### src/rtl/router_ctrl_if.sv
`default_nettype none
// ============================================================================
//  Module   : router_ctrl_if
//  Brief    : Packet-side and FIFO-side signal bundle for router_ctrl.
//             The master modport is the sender/FIFO environment and the
//             slave modport is the router controller itself.
//  Revision : 1.0  initial release
// ============================================================================
interface router_ctrl_if;
  // Sender and FIFO status toward the controller
  logic       pkt_valid;
  logic [7:0] data_in;
  logic [2:0] fifo_full;
  logic [2:0] fifo_empty;
  logic [2:0] read_enb;
  // Controller results toward the FIFOs and sender
  logic [2:0] write_enb;
  logic [7:0] fifo_data;
  logic       lfd_state;
  logic       busy;
  logic       err;
  logic [2:0] vld_out;
  logic [2:0] soft_reset;

  modport master (
    output pkt_valid, data_in, fifo_full, fifo_empty, read_enb,
    input  write_enb, fifo_data, lfd_state, busy, err, vld_out, soft_reset
  );

  modport slave (
    input  pkt_valid, data_in, fifo_full, fifo_empty, read_enb,
    output write_enb, fifo_data, lfd_state, busy, err, vld_out, soft_reset
  );
endinterface
`default_nettype wire

### src/rtl/router_ctrl.sv
`default_nettype none
// ============================================================================
//  Module   : router_ctrl
//  Brief    : Three-channel packet router controller. Decodes the header
//             byte, steers header/payload/parity bytes into one of three
//             FIFOs, stalls the sender on full FIFOs, checks parity and
//             flushes channels whose data sits unread for TIMEOUT cycles.
//  Revision : 1.0  initial release
// ============================================================================
module router_ctrl #(
  parameter int TIMEOUT = 30
) (
  input  logic         clock,
  input  logic         resetn,
  router_ctrl_if.slave bus
);

  typedef enum logic [2:0] {
    DECODE_ADDRESS     = 3'd0,
    WAIT_TILL_EMPTY    = 3'd1,
    LOAD_FIRST_DATA    = 3'd2,
    LOAD_DATA          = 3'd3,
    FIFO_FULL_STATE    = 3'd4,
    LOAD_AFTER_FULL    = 3'd5,
    LOAD_PARITY        = 3'd6,
    CHECK_PARITY_ERROR = 3'd7
  } state_t;

  // Counter value at which the next unread cycle triggers a flush
  localparam logic [4:0] C_CNT_LAST = 5'(TIMEOUT - 1);

  state_t     r_state;
  state_t     w_next_state;
  logic [1:0] r_addr;
  logic [7:0] r_header;
  logic [7:0] r_parity;
  logic [7:0] r_rx_parity;
  logic       r_err;
  logic [2:0] w_soft_reset;
  logic [2:0] w_wr_onehot;

  logic w_write;
  logic w_busy;
  logic w_lfd;
  logic w_latch_hdr;
  logic w_load_first;
  logic w_par_xor;
  logic w_latch_rx;
  logic w_check;
  logic w_abort;
  logic w_hdr_ok;

  // Pick one channel bit by a 2-bit address; address 3 maps to 0
  function automatic logic sel3(input logic [2:0] v, input logic [1:0] i);
    logic r;
    case (i)
      2'd0:    r = v[0];
      2'd1:    r = v[1];
      2'd2:    r = v[2];
      default: r = 1'b0;
    endcase
    return r;
  endfunction

  assign w_hdr_ok = bus.pkt_valid && (bus.data_in[1:0] != 2'd3);
  // A flush of the channel being loaded cancels the packet from any busy state
  assign w_abort  = (r_state != DECODE_ADDRESS) && sel3(w_soft_reset, r_addr);

  // State register
  always_ff @(posedge clock or negedge resetn) begin
    if (!resetn) begin
      r_state <= DECODE_ADDRESS;
    end else begin
      r_state <= w_next_state;
    end
  end

  // Next-state decode plus per-state strobes for the datapath and outputs
  always_comb begin
    w_next_state = r_state;
    w_write      = 1'b0;
    w_busy       = 1'b0;
    w_lfd        = 1'b0;
    w_latch_hdr  = 1'b0;
    w_load_first = 1'b0;
    w_par_xor    = 1'b0;
    w_latch_rx   = 1'b0;
    w_check      = 1'b0;
    case (r_state)
      DECODE_ADDRESS: begin
        if (w_hdr_ok) begin
          w_latch_hdr  = 1'b1;
          w_next_state = sel3(bus.fifo_empty, bus.data_in[1:0]) ?
                         LOAD_FIRST_DATA : WAIT_TILL_EMPTY;
        end
      end
      WAIT_TILL_EMPTY: begin
        w_busy = 1'b1;
        if (sel3(bus.fifo_empty, r_addr)) w_next_state = LOAD_FIRST_DATA;
      end
      LOAD_FIRST_DATA: begin
        w_busy       = 1'b1;
        w_lfd        = 1'b1;
        w_write      = 1'b1;
        w_load_first = 1'b1;
        w_next_state = LOAD_DATA;
      end
      LOAD_DATA: begin
        if (!bus.pkt_valid) begin
          w_busy       = 1'b1;
          w_next_state = LOAD_PARITY;
        end else if (sel3(bus.fifo_full, r_addr)) begin
          w_busy       = 1'b1;
          w_next_state = FIFO_FULL_STATE;
        end else begin
          w_write   = 1'b1;
          w_par_xor = 1'b1;
        end
      end
      FIFO_FULL_STATE: begin
        w_busy = 1'b1;
        if (!sel3(bus.fifo_full, r_addr)) w_next_state = LOAD_AFTER_FULL;
      end
      LOAD_AFTER_FULL: begin
        // The sender held the stalled byte; write it now
        w_busy       = 1'b1;
        w_write      = 1'b1;
        w_par_xor    = 1'b1;
        w_next_state = bus.pkt_valid ? LOAD_DATA : LOAD_PARITY;
      end
      LOAD_PARITY: begin
        w_busy = 1'b1;
        if (!sel3(bus.fifo_full, r_addr)) begin
          w_write      = 1'b1;
          w_latch_rx   = 1'b1;
          w_next_state = CHECK_PARITY_ERROR;
        end
      end
      CHECK_PARITY_ERROR: begin
        w_busy       = 1'b1;
        w_check      = 1'b1;
        w_next_state = DECODE_ADDRESS;
      end
      default: w_next_state = DECODE_ADDRESS;
    endcase
    if (w_abort) begin
      w_next_state = DECODE_ADDRESS;
      w_write      = 1'b0;
      w_lfd        = 1'b0;
      w_load_first = 1'b0;
      w_par_xor    = 1'b0;
      w_latch_rx   = 1'b0;
      w_check      = 1'b0;
    end
  end

  // Header, running parity, received parity and error flag
  always_ff @(posedge clock or negedge resetn) begin
    if (!resetn) begin
      r_addr      <= 2'd0;
      r_header    <= 8'h00;
      r_parity    <= 8'h00;
      r_rx_parity <= 8'h00;
      r_err       <= 1'b0;
    end else begin
      if (w_latch_hdr) begin
        r_addr   <= bus.data_in[1:0];
        r_header <= bus.data_in;
      end
      if (w_load_first) begin
        r_parity <= r_header;
        r_err    <= 1'b0;
      end
      if (w_par_xor)  r_parity    <= r_parity ^ bus.data_in;
      if (w_latch_rx) r_rx_parity <= bus.data_in;
      if (w_check)    r_err       <= (r_parity != r_rx_parity);
    end
  end

  // One-hot write strobe for the latched destination
  always_comb begin
    w_wr_onehot = 3'b000;
    case (r_addr)
      2'd0:    w_wr_onehot = 3'b001;
      2'd1:    w_wr_onehot = 3'b010;
      2'd2:    w_wr_onehot = 3'b100;
      default: w_wr_onehot = 3'b000;
    endcase
  end

  // Per-channel unread-data watchdog
  for (genvar k = 0; k < 3; k++) begin : g_chan
    logic [4:0] r_cnt;
    logic       r_sr;

    // A read or an empty FIFO restarts the count; expiry flushes for one cycle
    always_ff @(posedge clock or negedge resetn) begin
      if (!resetn) begin
        r_cnt <= 5'd0;
        r_sr  <= 1'b0;
      end else if (bus.read_enb[k] || bus.fifo_empty[k]) begin
        r_cnt <= 5'd0;
        r_sr  <= 1'b0;
      end else if (r_cnt == C_CNT_LAST) begin
        r_cnt <= 5'd0;
        r_sr  <= 1'b1;
      end else begin
        r_cnt <= r_cnt + 5'd1;
        r_sr  <= 1'b0;
      end
    end

    assign w_soft_reset[k] = r_sr;
  end

  assign bus.write_enb  = w_write ? w_wr_onehot : 3'b000;
  assign bus.fifo_data  = (r_state == LOAD_FIRST_DATA) ? r_header : bus.data_in;
  assign bus.lfd_state  = w_lfd;
  assign bus.busy       = w_busy;
  assign bus.err        = r_err;
  assign bus.vld_out    = ~bus.fifo_empty;
  assign bus.soft_reset = w_soft_reset;

endmodule
`default_nettype wire

### src/flat_wrapper.sv
// flat-port wrapper written by rule: the top's interface ports become plain ports
module router_ctrl_flat 
#(
  parameter int TIMEOUT = 30
)
  (clock, resetn, bus_pkt_valid, bus_data_in, bus_fifo_full, bus_fifo_empty, bus_read_enb, bus_write_enb, bus_fifo_data, bus_lfd_state, bus_busy, bus_err, bus_vld_out, bus_soft_reset);
  router_ctrl_if bus_i ();
  input  logic clock;
  input  logic resetn;
  input wire logic [$bits(bus_i.pkt_valid)-1:0] bus_pkt_valid;
  input wire logic [$bits(bus_i.data_in)-1:0] bus_data_in;
  input wire logic [$bits(bus_i.fifo_full)-1:0] bus_fifo_full;
  input wire logic [$bits(bus_i.fifo_empty)-1:0] bus_fifo_empty;
  input wire logic [$bits(bus_i.read_enb)-1:0] bus_read_enb;
  output wire logic [$bits(bus_i.write_enb)-1:0] bus_write_enb;
  output wire logic [$bits(bus_i.fifo_data)-1:0] bus_fifo_data;
  output wire logic [$bits(bus_i.lfd_state)-1:0] bus_lfd_state;
  output wire logic [$bits(bus_i.busy)-1:0] bus_busy;
  output wire logic [$bits(bus_i.err)-1:0] bus_err;
  output wire logic [$bits(bus_i.vld_out)-1:0] bus_vld_out;
  output wire logic [$bits(bus_i.soft_reset)-1:0] bus_soft_reset;
  assign bus_i.pkt_valid = bus_pkt_valid;
  assign bus_i.data_in = bus_data_in;
  assign bus_i.fifo_full = bus_fifo_full;
  assign bus_i.fifo_empty = bus_fifo_empty;
  assign bus_i.read_enb = bus_read_enb;
  assign bus_write_enb = bus_i.write_enb;
  assign bus_fifo_data = bus_i.fifo_data;
  assign bus_lfd_state = bus_i.lfd_state;
  assign bus_busy = bus_i.busy;
  assign bus_err = bus_i.err;
  assign bus_vld_out = bus_i.vld_out;
  assign bus_soft_reset = bus_i.soft_reset;
  router_ctrl #(.TIMEOUT(TIMEOUT)) u_core (.clock(clock), .resetn(resetn), .bus(bus_i));
endmodule
### config.mk
export PLATFORM = sky130hd
export DESIGN_NAME = router_ctrl_flat
export DESIGN_NICKNAME = d
export VERILOG_FILES = /design/src/rtl/router_ctrl_if.sv /design/src/rtl/router_ctrl.sv /design/src/flat_wrapper.sv
export SDC_FILE = /design/constraint.sdc
export NUM_CORES = 1
export LEC_CHECK = 0
export CAP_MARGIN = 20
export CELL_PAD_IN_SITES_DETAIL_PLACEMENT = 1
export CELL_PAD_IN_SITES_GLOBAL_PLACEMENT = 1
export CORE_MARGIN = 2
export CORE_UTILIZATION = 43
export CTS_BUF_LIST = sky130_fd_sc_hd__clkbuf_4
export DETAILED_ROUTE_END_ITERATION = 10
export GPL_TIMING_DRIVEN = 0
export PLACE_DENSITY = 0.93
export RECOVER_POWER = 25
export SETUP_SLACK_MARGIN = 0.1
export SLEW_MARGIN = 20
export SYNTH_ARGS = -nofsm -noshare
export SYNTH_HDL_FRONTEND = slang
export SYNTH_SLANG_ARGS = --single-unit
### constraint.sdc
create_clock -name clock -period 2.95 [get_ports clock]
set_input_delay 0.885 -clock clock [delete_from_list [all_inputs] [get_ports clock]]
set_output_delay 0.885 -clock clock [all_outputs]
set_load 0.03 [all_outputs]
==> flow_summary_export.csv <==
group,metric,value,unit
clock_tree,clkTransAtPathRegs,0.13,ns
clock_tree,cts_buffers,5,
place,gp_congestion,0.859,
grt,track_usage,25.0,%
synth,syn_area_per_cell,9.73,um2
sta,setup_ws,-0.0555,ns
clock_tree,root_buffer,"clkbuf_4",
finish,seq_area,0.00115,mm2
die,fp.coreArea,0.00585,mm2
grt,grt_start_max_net_pins,33,
finish,multi_input_area,0.00143,mm2
finish,final_util,56.6,%
power_and_ir_drop,power_density,952,mW/mm2
run_status,violations,"negative setup slack",
worst_setup_path,startpoint_type,"input port",
flow_run,drv_cap,0,
worst_setup_path,critPathKind,"input port to primary output",
die,die_area,0.00665,mm2
detailed_routing,wl_per_cell,19.8,um
worst_setup_path,critPathRequiredTime,2.07,ns
worst_setup_path,cp.arrival,2.12,ns
finish,diodes,0,
worst_setup_path,critPathCaptureType,"primary output",
sta,fin_skew,0.0193,ns
die,ioPinCount,40,
synth,yosys.area.top_type_share,44.5,%
synth,synth.yosys.warnings,0,
synth,synth.area.top_cells,"dfrtp_1 44%, nand2_1 5.7%, nor2_1 5.2%, mux2_2 5.2%, xnor2_1 3.7%",
sta,max_slew.worst_pin.slew,1.44,ns
synth,synth_top_area_cell,"dfrtp_1",
sta,hold_viol,0,
sta,finalSetupViolCount,2,
grt,antenna_found_initial,0,
place,port-buffer-count,39,
detailed_routing,ant_nets,0,
grt,grt_pass1_wl,12500,um
clock_tree,worst_skew_pair.late_latency,0.37,ns
sta,slew_viol_final,0,
sta,hold_ws,0.518,ns
place,pre_cts_slack,-1.28,ns
power_and_ir_drop,peakVddDrop,0.404,mV
worst_setup_path,critPathMaxFanout,7,
worst_setup_path,rrSetupSlack,0.80,ns
clock_tree,cts_sinks,46,
power_and_ir_drop,power.leakage,1.45,nW
worst_setup_path,cp-endpoint,"bus_write_enb[2]",
clock_tree,clockBufferDepth,2,
die,die_width,81.6,um
synth,synth_area,0.00259,mm2
clock_tree,h-tree-depth,2,
detailed_routing,vias,2294,
detailed_routing,drt-pass1-iter-count,4,
sta,max_freq,333,MHz
finish,n_fill_cell,656,
die,rows,28,
synth,ys_types,46,
sta,maxSlewHeadroom,3.90,%
detailed_routing,viasPerCell,5.71,
detailed_routing,drt-total-wl,7950,um
sta,min_period,3.01,ns
worst_setup_path,startpoint,"bus_pkt_valid",
synth,synth_edf_count,0,
clock_tree,holdBufCountCts,0,
run_status,status,"finished with violations",
finish,drive_gt1_share,25.4,%
worst_hold_path,hp-class,"register to register",
worst_hold_path,hold_depth,1,
synth,ys_seq_area_share,44.5,%
die,die_h,81.6,um
finish,area_growth,28.0,%
power_and_ir_drop,power,3.15,mW
detailed_routing,drt_iter0_drc,93,
synth,syn_nets,292,
die,start_util,44.2,%
sta,fin_crit_sh,102,%
sta,setup_tns,-0.0602,ns
synth,ys.flop_type,"dfrtp_1",
worst_setup_path,ff2ff_path_depth,8,
place,dp_hpwl,5240,um
finish,nets,352,
synth,synth_seq_cells,46,
grt,grt_overflow,0,
grt,grt_pass1_vias,2549,
synth,async_reset_ff_share,100,%
synth,syn_inst,266,
sta,rsz0062_at_grt,"true",
worst_setup_path,reg2reg_from,"u_core.r_header[1]",
clock_tree,cts_tree,"built",
detailed_routing,route.detailed.drc,0,
worst_setup_path,r2r-end,"u_core.r_parity[1]",
-- timing repair --
item	in CTS	in global routing
resized for setup	105	25
pin swaps	6	4
endpoints found under the hold margin	0	0
setup buffers	8	5
setup endpoints to repair	16	13
-- critical path, stage by stage --
cell and delay [ns]:
clkdlybuf4s15_2 0.31, o211ai_4 0.14, a311oi_4 0.34, nor2_4 0.10
nor3b_4 0.20, buf_6 0.15
-- sequential cells by signal, indices dropped and copies added, names as in the netlist --
name and flops:
u_core.g_chan.r_sr 3, u_core.bus.err 1, u_core.r_header 8, u_core.g_chan.r_cnt 15, u_core.r_parity 8, u_core.r_rx_parity 8, u_core.r_state 3
-- synthesized netlist by cell type, drive strengths merged, types with 6 or more instances --
cell type,instances
dfrtp,46
nand2,39
nor2,37
mux2,14
o21ai,12
xnor2,11
buf,9
inv,9
nor3,8
o221ai,8
nor2b,7
o211ai,7
ha,6
nand3,6
xor2,6
-- per-stage QoR --
| step | cell area [um2] | instances |
|---|---|---|
| 2_1_floorplan | 2620 | 266 |
| 3_3_place_gp | 3100 | 380 |
| 3_5_place_dp | 3120 | 381 |
| 4_1_cts | 3310 | 397 |
| 5_1_grt | 3310 | 402 |
| 6_report | 3310 | 402 |
-- report_power, final --
group | switching, mW | leakage [nW] | internal [mW]
Clock | 0.209 | 0.0331 | 0.0992
Sequential | 0.194 | 0.585 | 0.828
Combinational | 1.03 | 0.837 | 0.796
-- cell type report --
cell class / count / area share, %
sequential: 46 / 34.8
buffer: 13 / 3.25
inverter: 9 / 1.02
timing repair buffer: 53 / 13.2
tap: 75 / 2.83
clock buffer: 6 / 1.36
clock inverter: 2 / 0.264
multi-input combinational: 198 / 43.3
-- cells in the final DEF (no fill, tap or decap), types with 6 or more instances in the layout --
cell type        netlist  layout
nor3_1                 8       6
inv_1                  9       8
dfrtp_1               46      45
buf_2                  3      10
o21ai_1                4       6
nor2_1                36      34
nand2_1               39      38
clkbuf_4               0       7
o211ai_1               6       6
mux2_2                12      12
buf_4                  4      22
buf_6                  2       6
xor2_1                 6       6
clkdlybuf4s50_1        0      16
o221ai_1               8       8
ha_1                   6       6
xnor2_1               11      11
nand3_1                6       6
-- worst min-delay path by stage --
stage | slack [ns] | to | startpoint
after floorplan | 0.46 | u_core.g_chan[0].r_cnt[0] | u_core.g_chan[0].r_cnt[0]
after detailed placement | 0.50 | u_core.g_chan[2].r_cnt[0] | u_core.g_chan[2].r_cnt[0]
after global routing | 0.55 | u_core.g_chan[2].r_cnt[0] | u_core.g_chan[2].r_cnt[0]
after CTS | 0.41 | u_core.g_chan[0].r_cnt[4] | resetn
final | 0.52 | u_core.g_chan[2].r_cnt[0] | u_core.g_chan[2].r_cnt[0]
after global placement | 0.48 | u_core.g_chan[0].r_cnt[0] | u_core.g_chan[0].r_cnt[0]
-- per-layer routing --
metal / GRT usage, % / wire, um / up-vias
li1: - / - / 1054
met1: 28.7 / 3200 / 1164
met2: 46.1 / 4230 / 58
met3: 4.29 / 292 / 18
met4: 10.0 / 220 / 0
met5: 0 / 0 / -
-- kinds of logic (layout without fill, tap and decap cells) --
group           after synthesis  count (layout)  share of synthesized area, %
compound gates               50              50                          15.8
xor+xnor                     17              17                          5.75
fa+ha+maj                     6               6                          2.90
buf+inv                      22              83                          4.50
flops                        46              46                          44.5
mux                          18              18                          8.12
simple gates                107             107                          18.4
Power figures use the tool's default switching activity.
